<file path="src/rtl/fdp_pkg.sv">
// Shared types and constants for the fp16 dot-product sequencer.
// PAIR_W is the width of one packed {y,x} element pair.
package fdp_pkg;

    localparam int PAIR_W = 32;

    localparam logic [15:0] FP16_ZERO = 16'h0000;
    localparam logic [31:0] FP32_ZERO = 32'h0000_0000;

    typedef enum logic [2:0] {
        S_IDLE,
        S_LOAD0,
        S_LOAD1,
        S_DRAIN,
        S_DONE
    } state_e;

endpackage

</file>
<file path="src/rtl/fdp_dot_sequencer_if.sv">
// Job, element-stream, MAC-operand and result bundle for the sequencer.
// master drives jobs and beats; slave is the sequencer itself.
interface fdp_dot_sequencer_if
    import fdp_pkg::*;
#(
    parameter int LEN_W = 8
);

    logic              start;
    logic [LEN_W-1:0]  len;
    logic              in_valid;
    logic [PAIR_W-1:0] in_data;
    logic              in_ready;
    logic [PAIR_W-1:0] mac_rs1;
    logic [PAIR_W-1:0] mac_rs2;
    logic [PAIR_W-1:0] mac_rs3;
    logic [PAIR_W-1:0] mac_out;
    logic              res_valid;
    logic [31:0]       res_data;
    logic              res_ready;
    logic              busy;

    modport master (
        output start, len, in_valid, in_data,
        output mac_out, res_ready,
        input  in_ready, mac_rs1, mac_rs2, mac_rs3,
        input  res_valid, res_data, busy
    );

    modport slave (
        input  start, len, in_valid, in_data,
        input  mac_out, res_ready,
        output in_ready, mac_rs1, mac_rs2, mac_rs3,
        output res_valid, res_data, busy
    );

endinterface

</file>
<file path="src/rtl/fdp_lat_pipe.sv">
// Issue-flag shift register: top bit strobes the accumulator capture,
// lower bits flag an accumulate still in flight.
module fdp_lat_pipe #(
    parameter int MAC_LAT = 1
) (
    input  logic clk,
    input  logic rst,
    input  logic issue_i,
    output logic cap_o,
    output logic pend_o
);

    logic [MAC_LAT:0] pipe_q;
    logic [MAC_LAT:0] pipe_d;

    assign pipe_d = {pipe_q[MAC_LAT-1:0], issue_i};

    always_ff @(posedge clk) begin
        if (rst) begin
            pipe_q <= '0;
        end else begin
            pipe_q <= pipe_d;
        end
    end

    assign cap_o  = pipe_q[MAC_LAT];
    assign pend_o = |pipe_q[MAC_LAT-1:0];

endmodule

</file>
<file path="src/rtl/fdp_dot_sequencer.sv">
// fp16 dot-product sequencer: packs element pairs into MAC operands.
// Define FDP_SEQ_ACC_INIT_EN to add the acc_init seed port.
module fdp_dot_sequencer
    import fdp_pkg::*;
#(
    parameter int LEN_W   = 8,
    parameter int MAC_LAT = 1
) (
    input  logic clk,
    input  logic rst,
`ifdef FDP_SEQ_ACC_INIT_EN
    input  logic [PAIR_W-1:0] acc_init,
`endif
    fdp_dot_sequencer_if.slave bus
);

    localparam logic [LEN_W-1:0] ONE = LEN_W'(1);
    localparam logic [LEN_W-1:0] TWO = LEN_W'(2);

    state_e            state_q, state_d;
    logic [LEN_W-1:0]  rem_q, rem_d;
    logic [PAIR_W-1:0] stage_q, stage_d;
    logic [PAIR_W-1:0] rs1_q, rs1_d;
    logic [PAIR_W-1:0] rs2_q, rs2_d;
    logic [PAIR_W-1:0] acc_q, acc_d;
    logic [31:0]       res_q, res_d;
    logic [PAIR_W-1:0] acc_seed;
    logic              issue;
    logic              cap;
    logic              pend;
    logic              rdy;

`ifdef FDP_SEQ_ACC_INIT_EN
    assign acc_seed = acc_init;
`else
    assign acc_seed = FP32_ZERO;
`endif

    fdp_lat_pipe #(
        .MAC_LAT (MAC_LAT)
    ) u_lat_pipe (
        .clk     (clk),
        .rst     (rst),
        .issue_i (issue),
        .cap_o   (cap),
        .pend_o  (pend)
    );

    always_comb begin
        state_d = state_q;
        rem_d   = rem_q;
        stage_d = stage_q;
        rs1_d   = rs1_q;
        rs2_d   = rs2_q;
        acc_d   = cap ? bus.mac_out : acc_q;
        res_d   = res_q;
        issue   = 1'b0;
        rdy     = 1'b0;
        unique case (state_q)
            S_IDLE: begin
                if (bus.start) begin
                    rem_d = bus.len;
                    acc_d = acc_seed;
                    if (bus.len == '0) begin
                        res_d   = acc_seed;
                        state_d = S_DONE;
                    end else begin
                        state_d = S_LOAD0;
                    end
                end
            end
            S_LOAD0: begin
                // a padded issue must not overlap an accumulate still in flight
                rdy = (rem_q == ONE) ? !pend : 1'b1;
                if (bus.in_valid && rdy) begin
                    stage_d = bus.in_data;
                    if (rem_q == ONE) begin
                        rs1_d   = bus.in_data;
                        rs2_d   = {FP16_ZERO, FP16_ZERO};
                        issue   = 1'b1;
                        rem_d   = '0;
                        state_d = S_DRAIN;
                    end else begin
                        state_d = S_LOAD1;
                    end
                end
            end
            S_LOAD1: begin
                rdy = !pend;
                if (bus.in_valid && rdy) begin
                    rs1_d   = stage_q;
                    rs2_d   = bus.in_data;
                    issue   = 1'b1;
                    rem_d   = rem_q - TWO;
                    state_d = (rem_q == TWO) ? S_DRAIN : S_LOAD0;
                end
            end
            S_DRAIN: begin
                if (!pend && !cap) begin
                    res_d   = bus.mac_out;
                    state_d = S_DONE;
                end
            end
            S_DONE: begin
                if (bus.res_ready) begin
                    state_d = S_IDLE;
                end
            end
            default: state_d = S_IDLE;
        endcase
    end

    always_ff @(posedge clk) begin
        if (rst) begin
            state_q <= S_IDLE;
            rem_q   <= '0;
            stage_q <= '0;
            rs1_q   <= '0;
            rs2_q   <= '0;
            acc_q   <= '0;
            res_q   <= '0;
        end else begin
            state_q <= state_d;
            rem_q   <= rem_d;
            stage_q <= stage_d;
            rs1_q   <= rs1_d;
            rs2_q   <= rs2_d;
            acc_q   <= acc_d;
            res_q   <= res_d;
        end
    end

    assign bus.in_ready  = rdy;
    assign bus.mac_rs1   = rs1_q;
    assign bus.mac_rs2   = rs2_q;
    assign bus.mac_rs3   = acc_q;
    assign bus.res_data  = res_q;
    assign bus.res_valid = (state_q == S_DONE);
    assign bus.busy      = (state_q != S_IDLE);

endmodule

</file>
<file path="src/flat_wrapper.sv">
// flat-port wrapper written by rule: the top's interface ports become plain ports
module fdp_dot_sequencer_flat import fdp_pkg::*;
#(
    parameter int LEN_W   = 8,
    parameter int MAC_LAT = 1
)
  (clk, rst, bus_start, bus_len, bus_in_valid, bus_in_data, bus_mac_out, bus_res_ready, bus_in_ready, bus_mac_rs1, bus_mac_rs2, bus_mac_rs3, bus_res_valid, bus_res_data, bus_busy);
  fdp_dot_sequencer_if #(.LEN_W(LEN_W)) bus_i ();
  input  logic clk;
  input  logic rst;
  input wire logic [$bits(bus_i.start)-1:0] bus_start;
  input wire logic [$bits(bus_i.len)-1:0] bus_len;
  input wire logic [$bits(bus_i.in_valid)-1:0] bus_in_valid;
  input wire logic [$bits(bus_i.in_data)-1:0] bus_in_data;
  input wire logic [$bits(bus_i.mac_out)-1:0] bus_mac_out;
  input wire logic [$bits(bus_i.res_ready)-1:0] bus_res_ready;
  output wire logic [$bits(bus_i.in_ready)-1:0] bus_in_ready;
  output wire logic [$bits(bus_i.mac_rs1)-1:0] bus_mac_rs1;
  output wire logic [$bits(bus_i.mac_rs2)-1:0] bus_mac_rs2;
  output wire logic [$bits(bus_i.mac_rs3)-1:0] bus_mac_rs3;
  output wire logic [$bits(bus_i.res_valid)-1:0] bus_res_valid;
  output wire logic [$bits(bus_i.res_data)-1:0] bus_res_data;
  output wire logic [$bits(bus_i.busy)-1:0] bus_busy;
  assign bus_i.start = bus_start;
  assign bus_i.len = bus_len;
  assign bus_i.in_valid = bus_in_valid;
  assign bus_i.in_data = bus_in_data;
  assign bus_i.mac_out = bus_mac_out;
  assign bus_i.res_ready = bus_res_ready;
  assign bus_in_ready = bus_i.in_ready;
  assign bus_mac_rs1 = bus_i.mac_rs1;
  assign bus_mac_rs2 = bus_i.mac_rs2;
  assign bus_mac_rs3 = bus_i.mac_rs3;
  assign bus_res_valid = bus_i.res_valid;
  assign bus_res_data = bus_i.res_data;
  assign bus_busy = bus_i.busy;
  fdp_dot_sequencer #(.LEN_W(LEN_W), .MAC_LAT(MAC_LAT)) u_core (.clk(clk), .rst(rst), .bus(bus_i));
endmodule
</file>
<file path="config.mk">
export PLATFORM = sky130hd
export DESIGN_NAME = fdp_dot_sequencer_flat
export DESIGN_NICKNAME = d
export VERILOG_FILES = /design/src/rtl/fdp_pkg.sv /design/src/rtl/fdp_dot_sequencer_if.sv /design/src/rtl/fdp_lat_pipe.sv /design/src/rtl/fdp_dot_sequencer.sv /design/src/flat_wrapper.sv
export SDC_FILE = /design/constraint.sdc
export NUM_CORES = 1
export LEC_CHECK = 0
export ABC_AREA = 1
export CAP_MARGIN = 20
export CORE_ASPECT_RATIO = 2
export CORE_MARGIN = 2
export CORE_UTILIZATION = 36
export DETAILED_ROUTE_END_ITERATION = 8
export GPL_ROUTABILITY_DRIVEN = 0
export PLACE_DENSITY_LB_ADDON = 0.1
export SLEW_MARGIN = 15
export SYNTH_ARGS = -nofsm -noshare
export SYNTH_HDL_FRONTEND = slang
export SYNTH_SLANG_ARGS = --single-unit
export TNS_END_PERCENT = 5
</file>
<file path="constraint.sdc">
create_clock -name clk -period 2.3 [get_ports clk]
set_input_delay 0.46 -clock clk [delete_from_list [all_inputs] [get_ports clk]]
set_output_delay 0.46 -clock clk [all_outputs]
set_load 0.01 [all_outputs]
</file>
Word level (Yosys, flattened, before mapping)
Cells that the tools add are included.

word-level totals
  register bits after elaboration = 173
  bits in latches = 0
  memory bits (writable) = 0
  ROM bits = 0
  memories = 0

operators by class
  add/subtract/negate cells = 1
  multiply operators = 0
  div/mod/pow operators = 0
  order comparisons = 0
  equal/unequal tests = 13
  shift operators = 0
  multiplexer cells = 35
  bitwise gates (word level) = 0
  reductions and logical operators = 16

operators by type and width
  cell                                                  number
  2-to-1 mux 32 bit                                     12
  one-hot mux 32 bit (2 select lines)                   3
  2-to-1 mux 8 bit                                      4
  one-hot mux 8 bit (3 select lines)                    1
  2-to-1 mux 3 bit                                      6
  one-hot mux 3 bit (5 select lines)                    1
  != test 2 x 1 -> 1 bit (second input constant)        5
  AND reduction 5 bit                                   2
  equality test 8 x 1 -> 1 bit (second input constant)  1
  equality test 8 x 2 -> 1 bit (second input constant)  1
  logical NOT 8 bit                                     1
  AND reduction 4 bit                                   2
  subtractor 8 x 2 -> 8 bit (second input constant)     1
  equality test 3 x 2 -> 1 bit (second input constant)  2
  nonzero test 3 bit                                    2
  2-to-1 mux 1 bit                                      5
  != test 2 bit (second input constant)                 2
  one-hot mux 1 bit (2 select lines)                    2
  nonzero test 2 bit                                    2
  equality test 3 x 1 -> 1 bit (second input constant)  1
  equality test 3 bit (second input constant)           1
  logical AND 1 bit                                     3
  logical NOT 3 bit                                     1
  logical NOT 1 bit                                     2
  2 further kinds                                       2

Logic depth before layout (Yosys ltp)
  depth after elaboration = 5
  depth in mapped cells = 12
  depth with buffers taken out = 11

Modules after synthesis
A second synthesis with hierarchy kept.

second synthesis, totals
  cell total of the unflattened synthesis = 891
  area total of the unflattened synthesis = 6839.1 um^2

modules (own cells, without submodules)
  module             instances  cells an instance  area each (um^2)  seq. area each (um^2)
  fdp_dot_sequencer  1          885                6784.0            3423.3
  fdp_lat_pipe       1          6                  55.1              40.0

Least setup slack after synthesis
No wires, ideal clock.

  path kind = register -> output
  start point = reg u_core.state_q[2]
  end point = out bus_in_ready
  arrival = 1.060 ns
  path slack = 0.780 ns
  stages on the path, launching flop included = 5
  path buffers = 0
  path through = dfxtp_1 > nor2_2 > nand2_1 > nand2_2 > a21boi_0

on the way
  longest elaborated chain between the ends = 2
  elaborated cells between the ends (all ways) = 3
  classes of those cells = eq/ne (2); mux (1)

RTL lines
  item                                                                                 line                      source
  start: declaration                                                                   fdp_dot_sequencer.sv:20   state_e state_q, state_d;
  start signal: assignment                                                             fdp_dot_sequencer.sv:123  state_q <= state_d;
  equality test 3 x 2 -> 1 bit / equality test 3 x 1 -> 1 bit (equally long branches)  fdp_dot_sequencer.sv:59   unique case (state_q)
  one-hot mux 1 bit (2 select lines) (*)                                               fdp_dot_sequencer.sv:59
  end: declaration                                                                     flat_wrapper.sv:17        output wire logic [$bits(bus_i.in_ready)-1:0] bus_in_ready;

Mark *: on every way between the ends. The rest lies on a longest branch, timed or not.

Final worst setup path
  start point = reg u_core.rem_q[5]
  end point = out bus_in_ready

on the way
  longest elaborated chain between the ends = 3

RTL lines
  item                                line                      source
  start: declaration                  fdp_dot_sequencer.sv:21   logic [LEN_W-1:0] rem_q, rem_d;
  start signal: assignment            fdp_dot_sequencer.sv:124  rem_q <= rem_d;
  equality test 8 x 1 -> 1 bit        fdp_dot_sequencer.sv:74   rdy = (rem_q == ONE) ? !pend : 1'b1;
  2-to-1 mux 1 bit                    fdp_dot_sequencer.sv:74
  one-hot mux 1 bit (2 select lines)  fdp_dot_sequencer.sv:59

Every way passes these cells.

==> metrics <==
cell area after placement around 9300 µm²; total number of vias roughly 6400; post-route cell area between 9000 and 10000 µm²; core area approximately 19000 µm²; largest net degree at the start of global routing 65; clk slew on worst S/H paths about 0.060 ns; worst-path maximum fanout 4; Synth top area share 0.4885; CP max stage delay 0.30 ns; top cell type by total area after synthesis dfxtp_1; Worst Hold Depth 2; Post-synth ARST share 0; Main synth FF type dfxtp_1; crit end category output port; final WL 19960 µm; synthesized cell area slightly above 7000 µm²; clock power share 0.266; Avg Vias per Cell 4.643; Worst Path Required 1.84 ns; post-synthesis sequential area ratio 0.4885; Yosys cell types 32; final period demand of the worst path between 2 and 2.5 ns; final period utilization 0.9497; Seq cells post-synth ~170; final setup violating endpoints 0; RSZ-0062 raised after global routing no; slowest stage cell on the critical path dfxtp_1; switching power 3.725 mW; Max Cap Viol 0; Peak supply drop ~0.00061 V; clk_lat worst skew approximately 0.42 ns; count leader, synth dfxtp_1; I/O pin count about 210; DR DRC count 0; grt total ovfl 0; clock sink total about 170; gr usage total 0.1944; Post-CTS Hold Fix Bufs 0; dominant cells by area after synthesis dfxtp_1 (49%), a21oi_1 (9.4%), nand2_1 (8.1%); CTS tree done; synth warn 0; Crit Path Class flip-flop to output port; CTS buffer count 17; Most Frequent Cell on Critical Path nand2_1; status completed; Port Buffers 207; sw frac 0.3504; starting density of the core 0.3660; Syn Area/Cell around 7.7 µm²; router iterations before antenna repair 4; clk buf depth 2; commonest cells in the netlist dfxtp_1 (173), nand2_1 (153), a21oi_1 (133); post-synthesis cell count about 900; Internal between 6 and 7 mW; Pleak around 3.7 nW; final net count about 1200; H-tree Lvls 4; Clock Skews between 0.01 and 0.015 ns; Comb power frac 0.363; Filler cells approximately 1900; f_max 457.8 MHz; DR WL/cell around 15 µm; Layout area overhead 39.52%; initial drt markers 167; number of global-route vias before repair around 6000; Pins Over Slew Limit 0; HPWL Detailed roughly 14000 µm; EDFF count, synth 0; die width 103.2 µm; syn_nets around 990; clk root buf clkbuf_16; Hold Crit Class flip-flop to flip-flop; initial antenna violation count 1; Worst setup SP type flip-flop; Vert. Die Dim 202.5 µm; Worst-Margin Slew ~0.59 ns; total power 10.63 mW; Rows 72; layout cell share with drive strength beyond 1 0.05856; Worst slew margin 0.6087; Seq pwr share 0.371; Hold Vio Cnt, Final 0; FF-to-FF path depth 7; Pwr Density roughly 1100 nW/µm²; wire length of the first global-routing pass roughly 31000 µm; Final ANT Viol Nets 0; Critical Path AT 1.72 ns; Core Util, Final 0.5107; setup tns final 0 ns; die area ~21000 µm²; critical-path cell list inv_1 -> nand2_1 -> nor2_2 -> nand2_1 -> nand2_1 -> a21boi_0 -> dlygate4sd2_1
==> metal layers <==
layer | share of wire | up-vias | wire length, µm | GRT usage
met1 | 0.38 | 2894 | 7489 | 0.2011
met3 | 0.048 | 13 | 953 | 0.04888
met2 | 0.56 | 161 | 11230 | 0.3653
met5 | 0 | - | 0 | 0
met4 | 0.014 | 0 | 284 | 0.06767
li1 | - | 3293 | - | -
==> placed cells by master, fill, tap and decap left out, types with 2 or more instances in the layout <==
master / instances
nand2_1: 152
nor3_2: 2
clkdlybuf4s50_1: 205
inv_1: 115
clkbuf_16: 17
o22ai_1: 3
nand3_1: 8
mux2i_1: 32
clkbuf_1: 5
nand2_2: 4
bufinv_16: 2
nand3b_1: 17
nor2_1: 73
nor2_2: 3
clkinvlp_4: 4
nand4_1: 3
dfxtp_1: 172
o21ai_0: 110
nand3_2: 2
buf_4: 10
a21oi_1: 133
o21ai_1: 8
buf_12: 6
inv_2: 6
==> flip-flops by register name (all words and copies together), names as in the netlist <==
| name | cells |
|---|---|
| u_core.state_q | 3 |
| u_core.bus.res_data | 32 |
| u_core.rem_q | 8 |
| u_core.bus.mac_rs2 | 32 |
| u_core.stage_q | 32 |
| u_core.bus.mac_rs3 | 32 |
| u_core.bus.mac_rs1 | 32 |
| u_core.u_lat_pipe.pipe_q | 2 |
==> path summary, 6_finish.rpt <==
kind / from / to / slack [ns]
max reg2reg: u_core.state_q[0]$_SDFFE_PP0P_ / u_core.bus.mac_rs1[18]$_SDFFE_PP0P_ / 0.31
min: u_core.bus.mac_rs1[23]$_SDFFE_PP0P_ / u_core.bus.mac_rs1[23]$_SDFFE_PP0P_ / 0.44
min reg2reg: u_core.bus.mac_rs1[23]$_SDFFE_PP0P_ / u_core.bus.mac_rs1[23]$_SDFFE_PP0P_ / 0.44
max: u_core.rem_q[5]$_SDFFE_PP0P_ / bus_in_ready / 0.12
==> worst max-delay path, delay by kind of cell, from the launching register on <==
family | cells | cell delay, ns
and+or+nand+nor | 4 | 0.55
buffers and inverters | 2 | 0.39
DFF | 1 | 0.30
AOI/OAI and AO/OA | 1 | 0.08
==> power groups by stage <==
stage	combinational (mW)	sequential [mW]	clock (mW)
after global routing	4.35	4.03	3.03
after floorplan	2.29	4.13	0
after CTS	3.91	3.96	2.91
after detailed placement	3.91	4.02	0
final	3.86	3.95	2.83
after global placement	3.88	4.00	0
==> final cells by class <==
type                    instances  area (µm²)  share of cell area
diodes                          1       2.502           0.0002530
clock buffers                  23       457.9             0.04630
clock inverters                 9       112.6             0.01139
inverters                     121       454.2             0.04592
multi-input cells             561        2814              0.2845
flip-flops and latches        173        3465              0.3503
well taps                     259       324.1             0.03276
repair buffers                223        2261              0.2286
==> through the flow <==
| stage | hold slack, ns | std cells | setup slack (ns) |
|---|---|---|---|
| global placement | 0.4306 | 1337 | 0.2273 |
| CTS | 0.4456 | 1369 | 0.001679 |
| detailed placement | 0.4353 | 1337 | 0.1986 |
| floorplan | 0.4245 | 916 | 0.7803 |
| finish | 0.4410 | 1370 | 0.1157 |
| global route | 0.4595 | 1370 | 0.0005940 |
==> repair_timing <==
item | CTS | global route
endpoints found under the setup margin | 1 | 2
setup buffers | 0 | 0
endpoints found under the hold margin | 0 | 0
resized for setup | 1 | 2
==> cell families after synthesis <==
group	Yosys count	share of synthesized area
adders and majority gates	1	0.001765
AOI/OAI and AO/OA	259	0.1855
xor gates and xnor gates	1	0.001236
DFF	173	0.4885
muxes	32	0.04518
and+or+nand+nor	268	0.1601
buffers and inverters	182	0.1177
No activity file was read; power rests on OpenSTA's default activity.
